--- config.mk ---
export PLATFORM = sky130hd
export DESIGN_NAME = alu_decode_stage
export DESIGN_NICKNAME = d
export VERILOG_FILES = /design/src/rtl/alu_decode_stage.sv
export SDC_FILE = /design/constraint.sdc
export NUM_CORES = 1
export LEC_CHECK = 0
export ABC_AREA = 0
export CAP_MARGIN = 20
export CORE_ASPECT_RATIO = 1.5
export CORE_MARGIN = 2
export CORE_UTILIZATION = 43
export DETAILED_ROUTE_END_ITERATION = 10
export PLACE_DENSITY = 0.81
export SLEW_MARGIN = 5
export SYNTH_ARGS = -nofsm -noshare
export SYNTH_HDL_FRONTEND = slang
export SYNTH_SLANG_ARGS = --single-unit
export TNS_END_PERCENT = 20
--- constraint.sdc ---
create_clock -name i_clk -period 1.9 [get_ports i_clk]
set_input_delay 0.38 -clock i_clk [delete_from_list [all_inputs] [get_ports i_clk]]
set_output_delay 0.38 -clock i_clk [all_outputs]
set_load 0.02 [all_outputs]
--- src/rtl/alu_decode_stage.sv ---
// RV32I decode stage: one-entry registered decode buffer with valid/ready handshake.
// Produces ALU op, operand selects, immediate, register fields and an illegal flag.
module alu_decode_stage (
  input  logic        i_clk,
  input  logic        i_rst_n,
  input  logic        i_flush,
  input  logic        i_instr_vld,
  input  logic [31:0] i_instr,
  input  logic [31:0] i_pc,
  output logic        o_instr_rdy,
  input  logic        i_rdy,
  output logic        o_vld,
  output logic [3:0]  o_alu_op,
  output logic        o_opa_sel,
  output logic        o_opb_sel,
  output logic [31:0] o_imm,
  output logic [4:0]  o_rs1_addr,
  output logic [4:0]  o_rs2_addr,
  output logic [4:0]  o_rd_addr,
  output logic        o_rd_wren,
  output logic [31:0] o_pc,
  output logic        o_illegal
);

  localparam logic [6:0] OpcOp     = 7'b0110011;
  localparam logic [6:0] OpcOpImm  = 7'b0010011;
  localparam logic [6:0] OpcLui    = 7'b0110111;
  localparam logic [6:0] OpcAuipc  = 7'b0010111;
  localparam logic [6:0] OpcJal    = 7'b1101111;
  localparam logic [6:0] OpcJalr   = 7'b1100111;
  localparam logic [6:0] OpcBranch = 7'b1100011;
  localparam logic [6:0] OpcLoad   = 7'b0000011;
  localparam logic [6:0] OpcStore  = 7'b0100011;

  localparam logic [6:0] Funct7Zero = 7'b0000000;
  localparam logic [6:0] Funct7Alt  = 7'b0100000;

  localparam logic [3:0] AluAdd  = 4'b0000;
  localparam logic [3:0] AluSub  = 4'b0001;
  localparam logic [3:0] AluSll  = 4'b0010;
  localparam logic [3:0] AluSlt  = 4'b0011;
  localparam logic [3:0] AluSltu = 4'b0100;
  localparam logic [3:0] AluXor  = 4'b0101;
  localparam logic [3:0] AluSrl  = 4'b0110;
  localparam logic [3:0] AluSra  = 4'b0111;
  localparam logic [3:0] AluOr   = 4'b1000;
  localparam logic [3:0] AluAnd  = 4'b1001;
  localparam logic [3:0] AluPassB = 4'b1010;

  // Shared funct3 map for OP and OP-IMM; i_alt picks SUB/SRA.
  function automatic logic [3:0] f3_to_op(input logic [2:0] i_f3, input logic i_alt);
    logic [3:0] op;
    case (i_f3)
      3'b000:  op = i_alt ? AluSub : AluAdd;
      3'b001:  op = AluSll;
      3'b010:  op = AluSlt;
      3'b011:  op = AluSltu;
      3'b100:  op = AluXor;
      3'b101:  op = i_alt ? AluSra : AluSrl;
      3'b110:  op = AluOr;
      default: op = AluAnd;
    endcase
    return op;
  endfunction

  logic [6:0]  w_opcode;
  logic [2:0]  w_funct3;
  logic [6:0]  w_funct7;
  logic [4:0]  w_rd;
  logic [31:0] w_imm_i;
  logic [31:0] w_imm_s;
  logic [31:0] w_imm_b;
  logic [31:0] w_imm_u;
  logic [31:0] w_imm_j;

  assign w_opcode = i_instr[6:0];
  assign w_funct3 = i_instr[14:12];
  assign w_funct7 = i_instr[31:25];
  assign w_rd     = i_instr[11:7];

  assign w_imm_i = {{20{i_instr[31]}}, i_instr[31:20]};
  assign w_imm_s = {{20{i_instr[31]}}, i_instr[31:25], i_instr[11:7]};
  assign w_imm_b = {{19{i_instr[31]}}, i_instr[31], i_instr[7], i_instr[30:25],
                    i_instr[11:8], 1'b0};
  assign w_imm_u = {i_instr[31:12], 12'b0};
  assign w_imm_j = {{11{i_instr[31]}}, i_instr[31], i_instr[19:12], i_instr[20],
                    i_instr[30:21], 1'b0};

  logic [3:0]  w_alu_op;
  logic        w_opa_sel;
  logic        w_opb_sel;
  logic [31:0] w_imm;
  logic        w_rd_wren;
  logic        w_illegal;

  always_comb begin
    w_alu_op  = AluAdd;
    w_opa_sel = 1'b0;
    w_opb_sel = 1'b0;
    w_imm     = '0;
    w_rd_wren = 1'b0;
    w_illegal = 1'b0;

    case (w_opcode)
      OpcOp: begin
        w_rd_wren = 1'b1;
        if (w_funct7 == Funct7Zero) begin
          w_alu_op = f3_to_op(w_funct3, 1'b0);
        end else if (w_funct7 == Funct7Alt && (w_funct3 == 3'b000 || w_funct3 == 3'b101)) begin
          w_alu_op = f3_to_op(w_funct3, 1'b1);
        end else begin
          w_illegal = 1'b1;
        end
      end
      OpcOpImm: begin
        w_opb_sel = 1'b1;
        w_imm     = w_imm_i;
        w_rd_wren = 1'b1;
        // Only the shift forms constrain imm[11:5]; ADDI never means SUB.
        case (w_funct3)
          3'b001: begin
            w_alu_op  = AluSll;
            w_illegal = (w_funct7 != Funct7Zero);
          end
          3'b101: begin
            if (w_funct7 == Funct7Zero) begin
              w_alu_op = AluSrl;
            end else if (w_funct7 == Funct7Alt) begin
              w_alu_op = AluSra;
            end else begin
              w_illegal = 1'b1;
            end
          end
          default: w_alu_op = f3_to_op(w_funct3, 1'b0);
        endcase
      end
      OpcLui: begin
        w_alu_op  = AluPassB;
        w_opb_sel = 1'b1;
        w_imm     = w_imm_u;
        w_rd_wren = 1'b1;
      end
      OpcAuipc: begin
        w_opa_sel = 1'b1;
        w_opb_sel = 1'b1;
        w_imm     = w_imm_u;
        w_rd_wren = 1'b1;
      end
      OpcJal: begin
        w_opa_sel = 1'b1;
        w_opb_sel = 1'b1;
        w_imm     = w_imm_j;
        w_rd_wren = 1'b1;
      end
      OpcJalr: begin
        w_opb_sel = 1'b1;
        w_imm     = w_imm_i;
        w_rd_wren = 1'b1;
        w_illegal = (w_funct3 != 3'b000);
      end
      OpcBranch: begin
        w_opa_sel = 1'b1;
        w_opb_sel = 1'b1;
        w_imm     = w_imm_b;
        w_illegal = (w_funct3 == 3'b010 || w_funct3 == 3'b011);
      end
      OpcLoad: begin
        w_opb_sel = 1'b1;
        w_imm     = w_imm_i;
        w_rd_wren = 1'b1;
        w_illegal = (w_funct3 == 3'b011 || w_funct3 == 3'b110 || w_funct3 == 3'b111);
      end
      OpcStore: begin
        w_opb_sel = 1'b1;
        w_imm     = w_imm_s;
        w_illegal = (w_funct3[2] || w_funct3 == 3'b011);
      end
      default: w_illegal = 1'b1;
    endcase

    // Illegal entries carry a neutral payload so execute never acts on them.
    if (w_illegal) begin
      w_alu_op  = AluAdd;
      w_opa_sel = 1'b0;
      w_opb_sel = 1'b0;
      w_imm     = '0;
      w_rd_wren = 1'b0;
    end

    if (w_rd == 5'd0) begin
      w_rd_wren = 1'b0;
    end
  end

  logic        r_vld;
  logic [3:0]  r_alu_op;
  logic        r_opa_sel;
  logic        r_opb_sel;
  logic [31:0] r_imm;
  logic [4:0]  r_rs1_addr;
  logic [4:0]  r_rs2_addr;
  logic [4:0]  r_rd_addr;
  logic        r_rd_wren;
  logic [31:0] r_pc;
  logic        r_illegal;

  logic w_instr_rdy;
  logic w_xfer;

  assign w_instr_rdy = ~r_vld | i_rdy;
  assign w_xfer      = i_instr_vld & w_instr_rdy & ~i_flush;

  always_ff @(posedge i_clk) begin
    if (!i_rst_n) begin
      r_vld      <= 1'b0;
      r_alu_op   <= '0;
      r_opa_sel  <= 1'b0;
      r_opb_sel  <= 1'b0;
      r_imm      <= '0;
      r_rs1_addr <= '0;
      r_rs2_addr <= '0;
      r_rd_addr  <= '0;
      r_rd_wren  <= 1'b0;
      r_pc       <= '0;
      r_illegal  <= 1'b0;
    end else if (i_flush) begin
      r_vld <= 1'b0;
    end else if (w_xfer) begin
      r_vld      <= 1'b1;
      r_alu_op   <= w_alu_op;
      r_opa_sel  <= w_opa_sel;
      r_opb_sel  <= w_opb_sel;
      r_imm      <= w_imm;
      r_rs1_addr <= i_instr[19:15];
      r_rs2_addr <= i_instr[24:20];
      r_rd_addr  <= w_rd;
      r_rd_wren  <= w_rd_wren;
      r_pc       <= i_pc;
      r_illegal  <= w_illegal;
    end else if (r_vld && i_rdy) begin
      r_vld <= 1'b0;
    end
  end

  assign o_instr_rdy = w_instr_rdy;
  assign o_vld       = r_vld;
  assign o_alu_op    = r_alu_op;
  assign o_opa_sel   = r_opa_sel;
  assign o_opb_sel   = r_opb_sel;
  assign o_imm       = r_imm;
  assign o_rs1_addr  = r_rs1_addr;
  assign o_rs2_addr  = r_rs2_addr;
  assign o_rd_addr   = r_rd_addr;
  assign o_rd_wren   = r_rd_wren;
  assign o_pc        = r_pc;
  assign o_illegal   = r_illegal;

endmodule
Word-level counts from Yosys, hierarchy flattened
Index checks and enable logic that the tools add are counted.
Widths: inputs -> output; s select.
{ "word_totals": {"ff_bits": 88, "inputBits": 69, "out_inout_bits": 89, "elab_cells": 82} }
{ "classes": {"eq_ne": 17, "n_mux": 27, "bitwise": 6, "reduce_logical": 21} }
{ "ops": {"columns": ["op", "n"], "rows": [
  ["$pmux 32 s5", 1],
  ["$pmux 4 s7", 2],
  ["$mux 32", 1],
  ["$eq 7x6->1 const B", 4],
  ["$eq 7x7->1 const B", 3],
  ["$pmux 4 s5", 1],
  ["$eq 7x5->1 const B", 2],
  ["$mux 1", 13],
  ["$eq 3x3->1 const B", 4],
  ["$mux 4", 3],
  ["$pmux 4 s3", 1],
  ["$reduce_or 3->1", 3],
  ["$pmux 4 s2", 1],
  ["$reduce_or 8->1", 1],
  ["$eq 7x2->1 const B", 1],
  ["$logic_not 7->1", 1],
  ["$pmux 1 s7", 1],
  ["$reduce_bool 7->1", 1],
  ["$reduce_or 7->1", 1],
  ["$eq 3x2->1 const B", 2],
  ["$mux 3", 2],
  ["$logic_not 5->1", 1],
  ["$logic_or 1x1->1", 5],
  ["$reduce_or 2->1", 2],
  ["other kinds (10)", 14]
]} }

Longest topological paths before layout
Gate-level depths: netlist of run 1.
{ "logic_depth": {"ltp_word": 8, "ltp_mapped": 7, "ltp_nobuf": 6} }

Worst setup path before layout of run 1
No wires, ideal clock.
{ "synth_path": {"path_kind": "register to register", "from": "reg r_vld (netlist: o_vld)", "to": "reg r_pc[1] (netlist: o_pc[1])", "setup_ns": 0.070, "arrival_time_ns": 1.667, "t_required_ns": 1.830, "setup_slack_ns": 0.163, "path_stages_with_launch": 8, "n_path_buf": 2, "period_less_slack_ns": 1.737, "path_cell_list": "dfxtp_1 nor2b_1 inv_1 nand3b_1 clkbuf_1 buf_2 nand2_1 a21oi_1"} }
{ "synth_via": {"elab_chain_len": 5} }
{ "synth_lines": {"columns": ["item", "line_no", "rtl"], "rows": [
  ["start: declaration", "195", "logic r_vld;"],
  ["start signal: assignment", "215", "r_vld <= 1'b0;"],
  ["start signal: assignment", "227", "r_vld <= 1'b0;"],
  ["start signal: assignment", "229", "r_vld <= 1'b1;"],
  ["$not 1->1", "210", "assign w_instr_rdy = ~r_vld | i_rdy;"],
  ["$or 1x1->1", "210", null],
  ["via o_instr_rdy", "10", "output logic o_instr_rdy,"],
  ["$and 1x1->1 (2 in a row)", "211", "assign w_xfer = i_instr_vld & w_instr_rdy & ~i_flush;"],
  ["$reduce_and 2->1 (no line)", null, null],
  ["end signal: assignment", "238", "r_pc <= i_pc;"],
  ["end: declaration", "204", "logic [31:0] r_pc;"]
]} }
The timed path passes the listed nets, and every way through them passes these cells.
A chain may end at the register's enable or synchronous reset.

Worst setup path after layout of run 1
{ "layout_path": {"from": "in i_instr[26]", "to": "reg r_imm[25] (netlist: o_imm[25])"} }
{ "layout_via": {"elab_chain_len": 6, "elab_cells_between_ends": 11, "cone_classes": "eq/ne (1); mux (7); reduce/logical (3)"} }
{ "layout_lines": {"columns": ["item", "line_no", "rtl"], "rows": [
  ["start: declaration", "8", "input logic [31:0] i_instr,"],
  ["$eq 7x6->1", "109, 128", null],
  ["$mux 1 / $logic_and 1x1->1 (equally long branches)", "128, 109", null],
  ["$mux 1, on equally long branches", "126, 109", null],
  ["$pmux 1 s2 / $mux 1 (equally long branches)", "120, 107", null],
  ["$pmux 1 s7 (*)", "104", "case (w_opcode)"],
  ["$mux 32 (*)", "182", "if (w_illegal) begin"],
  ["end signal: assignment", "233", "r_imm <= w_imm;"],
  ["end: declaration", "199", "logic [31:0] r_imm;"]
]} }
Mark *: on every way between the ends. The rest lies on a longest branch, timed or not.

==> results.cfg, run 1 <==
[synth]
synth_area_leaders = dfxtp_1 (47%), nand2_1 (14%), a21oi_1 (9.2%)
yosysTopAreaCell = dfxtp_1
syn_area_um2 = 3760
ys_types = 55
synth_ff_type = dfxtp_1
syn_inst = 469
synth_top_area_frac = 0.468
ys_seq_area_frac = 0.468
synth_seq_cells = 88
ys.warnings.count = 0
synth_edf_count = 0
async_flop_share = 0
synthesis.nets = 538
syn_area_per_cell_um2 = 8.03

[drt]
drt_iter0_markers = 166
detail-route-antenna-nets = 0
avgViaCountPerCell = 5.30
vias = 4166
first_pass_iters = 5
avgRoutedWirePerCell_um = 16.5
wl_um = 13000
drc = 0

[clock_network]
clk_pin_slew_worst_paths_ps = 60
cts_buffers = 9
tritoncts = built
cts_buffer_depth = 2
htreeDepth = 3
cts_hold_buf = 0
cts_root_buf = clkbuf_16
cts.sinks = 88
clk_latency_ps = 330

[layout]
final_nets = 746
drive_gt1_frac = 0.165
antenna_cells = 0
final_common_cell = nand2_1
final_cell_mix = nand2_1 (143), clkdlybuf4s50_1 (142), dfxtp_1 (88)
area_delta_synth_final_pct = 65.7
fin_util = 0.737
finalInstanceArea_um2 = 6240

[die]
die_h_um = 119
core_area_um2 = 8460
std_cell_rows = 41
start_util = 0.445
io_pins = 158
die_w_um = 80.4
dieArea_um2 = 9540

[grt]
grt_use_total = 0.265
grt_pass1_wl_um = 19800
grt-ovfl-total = 0
grt_max_degree = 48
grt_pass1_vias = 4054
grt_antenna_before_repair = 0

[worst_hold_path]
hp-class = input pin to register

[sta]
fmax_mhz = 537
finalSetupViolCount = 0
hold_viol_final = 0
fin_skew_ps = 6.90
max_slew_margin = 0.683
period_share = 0.980
slew_viol_final = 0
fin_crit_ps = 1860
worst-slew-pin-transition_ps = 476
rsz0062_at_grt = no

[critical_path]
r2r-end = o_pc[17]
critPathCaptureType = register
startpoint = i_instr[26]
cp-start-kind = input pin
worstRegToRegCells = 6
crit_fanout = 5
crit_arrival_ps = 2120
r2r-start = o_vld
endpoint = o_imm[25]
crit_required_ps = 2160
crit_type = input pin to register
r2r_slack_ps = 270

[place]
port_buffers = 157
gp_congestion = 0.914
dp_hpwl_um = 9580
dpl_cell_area_um2 = 5860

[power]
vdd_drop_max_uv = 585
p_leak_nw = 2.38
power.density_nw_per_um2 = 669

[outcome]
status = finished, final reports clean

[run]
max_cap_violations = 0
[worst max-delay path: stages]
cell and delay, ps:
dlygate4sd2_1 270, nor4_2 320, nand2_1 150, o221a_1 340, nand4b_4 290, clkbuf_16 230, o21ai_2 140
[per-layer routing]
| metal | GRT usage | part of all wire | up-vias | wire, um |
|---|---|---|---|---|
| met5 | 0 | 0 | - | 0 |
| met4 | 0.0964 | 0.027 | 0 | 346 |
| li1 | - | - | 2031 | - |
| met1 | 0.291 | 0.37 | 1942 | 4760 |
| met2 | 0.479 | 0.54 | 162 | 7040 |
| met3 | 0.0649 | 0.064 | 31 | 826 |
[cells by family after synthesis]
group                  share of synthesized area
multiplexers                             0.00399
XOR/XNOR                                 0.00698
flip-flops                                 0.468
AND/OR/NAND/NOR                            0.229
buffers and inverters                     0.0495
AO/OA/AOI/OAI                              0.242
[report_power, final]
part / leakage (nW) / total, W / internal [W] / switching (W)
clock: 0.126 / 0.00157 / 0.000898 / 0.000670
sequential: 0.714 / 0.00192 / 0.00189 / 0.0000243
combinational: 1.53 / 0.000687 / 0.000349 / 0.000338
[sequential cells by signal (all words and copies together) (netlist names)]
register	count
o_illegal	1
o_vld	1
o_opb_sel	1
o_rd_wren	1
o_rs2_addr	5
o_alu_op	4
o_imm	32
o_rs1_addr	5
o_rd_addr	5
o_pc	32
o_opa_sel	1
[how the worst min path moves through the flow]
| stage | from | end | slack [ps] | depth (start not counted) |
|---|---|---|---|---|
| detailed placement | o_imm[19] | o_imm[19] | 440 | 2 |
| global placement | o_imm[9] | o_imm[9] | 430 | 2 |
| finish | i_instr[25] | o_imm[5] | 360 | 3 |
| CTS | o_imm[19] | o_imm[19] | 450 | 2 |
| floorplan | i_flush | o_vld | 460 | 1 |
| global route | i_instr[25] | o_imm[5] | 390 | 3 |
[Yosys cell counts (2+ instances only)]
| library cell | instances |
|---|---|
| o21ai_0 | 10 |
| nor2b_1 | 5 |
| inv_1 | 4 |
| o221a_2 | 2 |
| buf_6 | 3 |
| dfxtp_1 | 88 |
| nor2_1 | 13 |
| o21ai_1 | 20 |
| a22oi_1 | 6 |
| nor3b_1 | 2 |
| o32ai_1 | 2 |
| nand2_1 | 143 |
| nand3b_1 | 3 |
| xor2_1 | 2 |
| o21bai_1 | 2 |
| clkbuf_1 | 19 |
| or4_1 | 2 |
| o21a_1 | 2 |
| nand2b_1 | 4 |
| o2111ai_1 | 2 |
| o31ai_1 | 3 |
| o21ai_2 | 10 |
| buf_4 | 3 |
| and2_1 | 3 |
| a211oi_1 | 2 |
| nand3_1 | 5 |
| a21oi_1 | 69 |
| nor3_1 | 5 |
| buf_2 | 8 |
| a2bb2oi_1 | 2 |
[per-stage QoR]
stage | setup WS (ps) | hold WS, ps | instances | total power, W | TNS, ps
final | 38.5 | 364 | 786 | 0.00417 | 0
after global placement | -519 | 433 | 767 | 0.00262 | -20860
after CTS | 4.97 | 449 | 783 | 0.00421 | 0
after global routing | 5.56 | 385 | 786 | 0.00434 | 0
after detailed placement | -538 | 440 | 767 | 0.00264 | -23010
after floorplan | 163 | 459 | 469 | 0.00224 | 0
[timing repair]
item | 4_1_cts | 5_1_grt
gates resized for setup | 15 | 11
pin swaps | 6 | 8
buffers inserted | 2 | 1
endpoints found under the setup margin | 41 | 38
gates cloned | 1 | 2
[layout make-up]
class | count | area (um2)
tap | 107 | 134
fill | 685 | 2230
timing repair buffer | 229 | 2190
multi-input combinational | 344 | 1870
clock inverter | 3 | 21.3
inverter | 5 | 18.8
clock buffer | 10 | 239
sequential | 88 | 1760
Power figures use the tool's default switching activity.
==> run 2: changes to the inputs <==
==> constraint.sdc (replaced) <==
create_clock -name i_clk -period 2.01 [get_ports i_clk]
set_input_delay 0.402 -clock i_clk [delete_from_list [all_inputs] [get_ports i_clk]]
set_output_delay 0.402 -clock i_clk [all_outputs]
set_load 0.02 [all_outputs]
==> run 2 against run 1 <==
  * Cell area is 0.56% lower
  * Critical path depth grew 1
  * Via count fell by 2.2%
  * Routed wire length shrank 6.0%
  * Clock power increased by 11%
  * Sequential cell count unchanged
  * Worst setup slack gained 34 ps
  * Largest cell class unchanged
  * Non-clock buffer count down 10
  * Worst hold slack gained 85 ps
  * Global-route usage shrank 0.75 points
==> results.cfg, run 2 (same netlist as run 1, synthesis figures left out) <==
[place]
gp_congestion = 0.927
dpl_cell_area_um2 = 5810
dp_hpwl_um = 9270
dp.cells = 760
port_buffers = 157

[sta]
fmax_mhz = 516
hold_viol_final = 0
fin_crit_ps = 1940
fin_skew_ps = 8.28
period_share = 0.964
max_slew_margin = 0.707
finalSetupTns_ps = 0
worst-slew-pin-transition_ps = 435
rsz0062_at_grt = yes
slew_viol_final = 0
finalSetupViolCount = 0

[power]
p_sw_frac = 0.258
p_leak_nw = 2.35
clkPwrFrac = 0.415
p_comb_frac = 0.152
power.density_nw_per_um2 = 675
p_int_w = 0.00311
vdd_drop_max_uv = 536
power_frac_seq = 0.433
p_sw_w = 0.00108

[die]
std_cell_rows = 41
die_w_um = 80.4
start_util = 0.445
io_pins = 158
die_h_um = 119
core_area_um2 = 8460
dieArea_um2 = 9540

[clock_network]
cts_buffers = 9
cts_hold_buf = 0
cts_buffer_depth = 2
cts_root_buf = clkbuf_16
cts.sinks = 88
tritoncts = built
clk_latency_ps = 350
clk_pin_slew_worst_paths_ps = 70
htreeDepth = 3

[layout]
nFillCells = 673
final_cell_mix = clkdlybuf4s50_1 (150), nand2_1 (143), dfxtp_1 (88)
fin_cells = 779
antenna_cells = 0
area_delta_synth_final_pct = 64.8
drive_gt1_frac = 0.158
finalInstanceArea_um2 = 6200
final_common_cell = clkdlybuf4s50_1
final_nets = 736

[drt]
detail-route-antenna-nets = 0
met1_length_um = 4600
avgRoutedWirePerCell_um = 15.7
drc = 0
vias = 4075
drt_iter0_markers = 210
met2_length_um = 6460
avgViaCountPerCell = 5.23
highest_layer = met4
wl_met3_um = 717
wl_um = 12200
first_pass_iters = 5

[critical_path]
cp-start-kind = input pin
crit_required_ps = 2290
crit_fanout = 6
crit_type = input pin to register
critPathCaptureType = register
crit_arrival_ps = 2220

[worst_hold_path]
hp-class = register to register

[grt]
grt_pass1_wl_um = 19200
grt-ovfl-total = 0
grt_max_degree = 50
grt_antenna_before_repair = 0
grt_pass1_vias = 3854
grt_use_total = 0.257

[run]
max_cap_violations = 0

[outcome]
status = finished, final reports clean
## run 2: worst max-delay path, cell delays in order
cell             delay (ps)
clkdlybuf4s50_1         450
buf_4                   180
buf_4                   140
mux2_4                  280
a2111oi_4               340
and2_4                  250
a21oi_1                  50
o21ai_1                 120
## run 2: final cells by class
type | count | area [um2] | area share
timing repair buffer | 219 | 2110 | 0.340
multi-input combinational | 344 | 1870 | 0.301
sequential | 88 | 1760 | 0.284
clock buffer | 9 | 225 | 0.0363
tap | 107 | 134 | 0.0216
clock inverter | 7 | 86.3 | 0.0139
inverter | 5 | 18.8 | 0.00303
## run 2: power by group through the flow
stage	registers (W)	logic (W)	clock network, W
after floorplan	0.00191	0.000208	0
after global placement	0.00185	0.000620	0
after detailed placement	0.00185	0.000630	0
after CTS	0.00181	0.000634	0.00176
after global routing	0.00182	0.000687	0.00183
final	0.00181	0.000639	0.00174
## run 2: per-stage QoR
stage                      util  worst slack [ps]  hold slack, ps  power (W)
final                     0.733              72.4             449    0.00419
after global placement    0.686              -381             437    0.00247
after CTS                 0.724              1.32             449    0.00421
after detailed placement  0.686              -403             442    0.00248
after floorplan               -               262             481    0.00212
after global routing      0.733             -7.11             468    0.00433
## run 2: worst paths after layout
check	cells after the start	end	slack (ps)	start
min reg2reg	2	o_imm[10]	450	o_imm[10]
max	8	o_imm[20]	70	i_instr[4]
min	2	o_imm[10]	450	o_imm[10]
max reg2reg	7	o_opb_sel	470	o_vld
## run 2: metal layers
metal | GRT usage | up-vias
met5 | 0 | -
met4 | 0.130 | 0
met3 | 0.0496 | 31
met2 | 0.451 | 147
met1 | 0.287 | 1883
li1 | - | 2014
## run 2: timing repair
item,in CTS,in global routing
buffers inserted,1,1
setup endpoints to repair,32,41
cloned,0,1
gates resized for setup,0,18
pin swaps,1,5
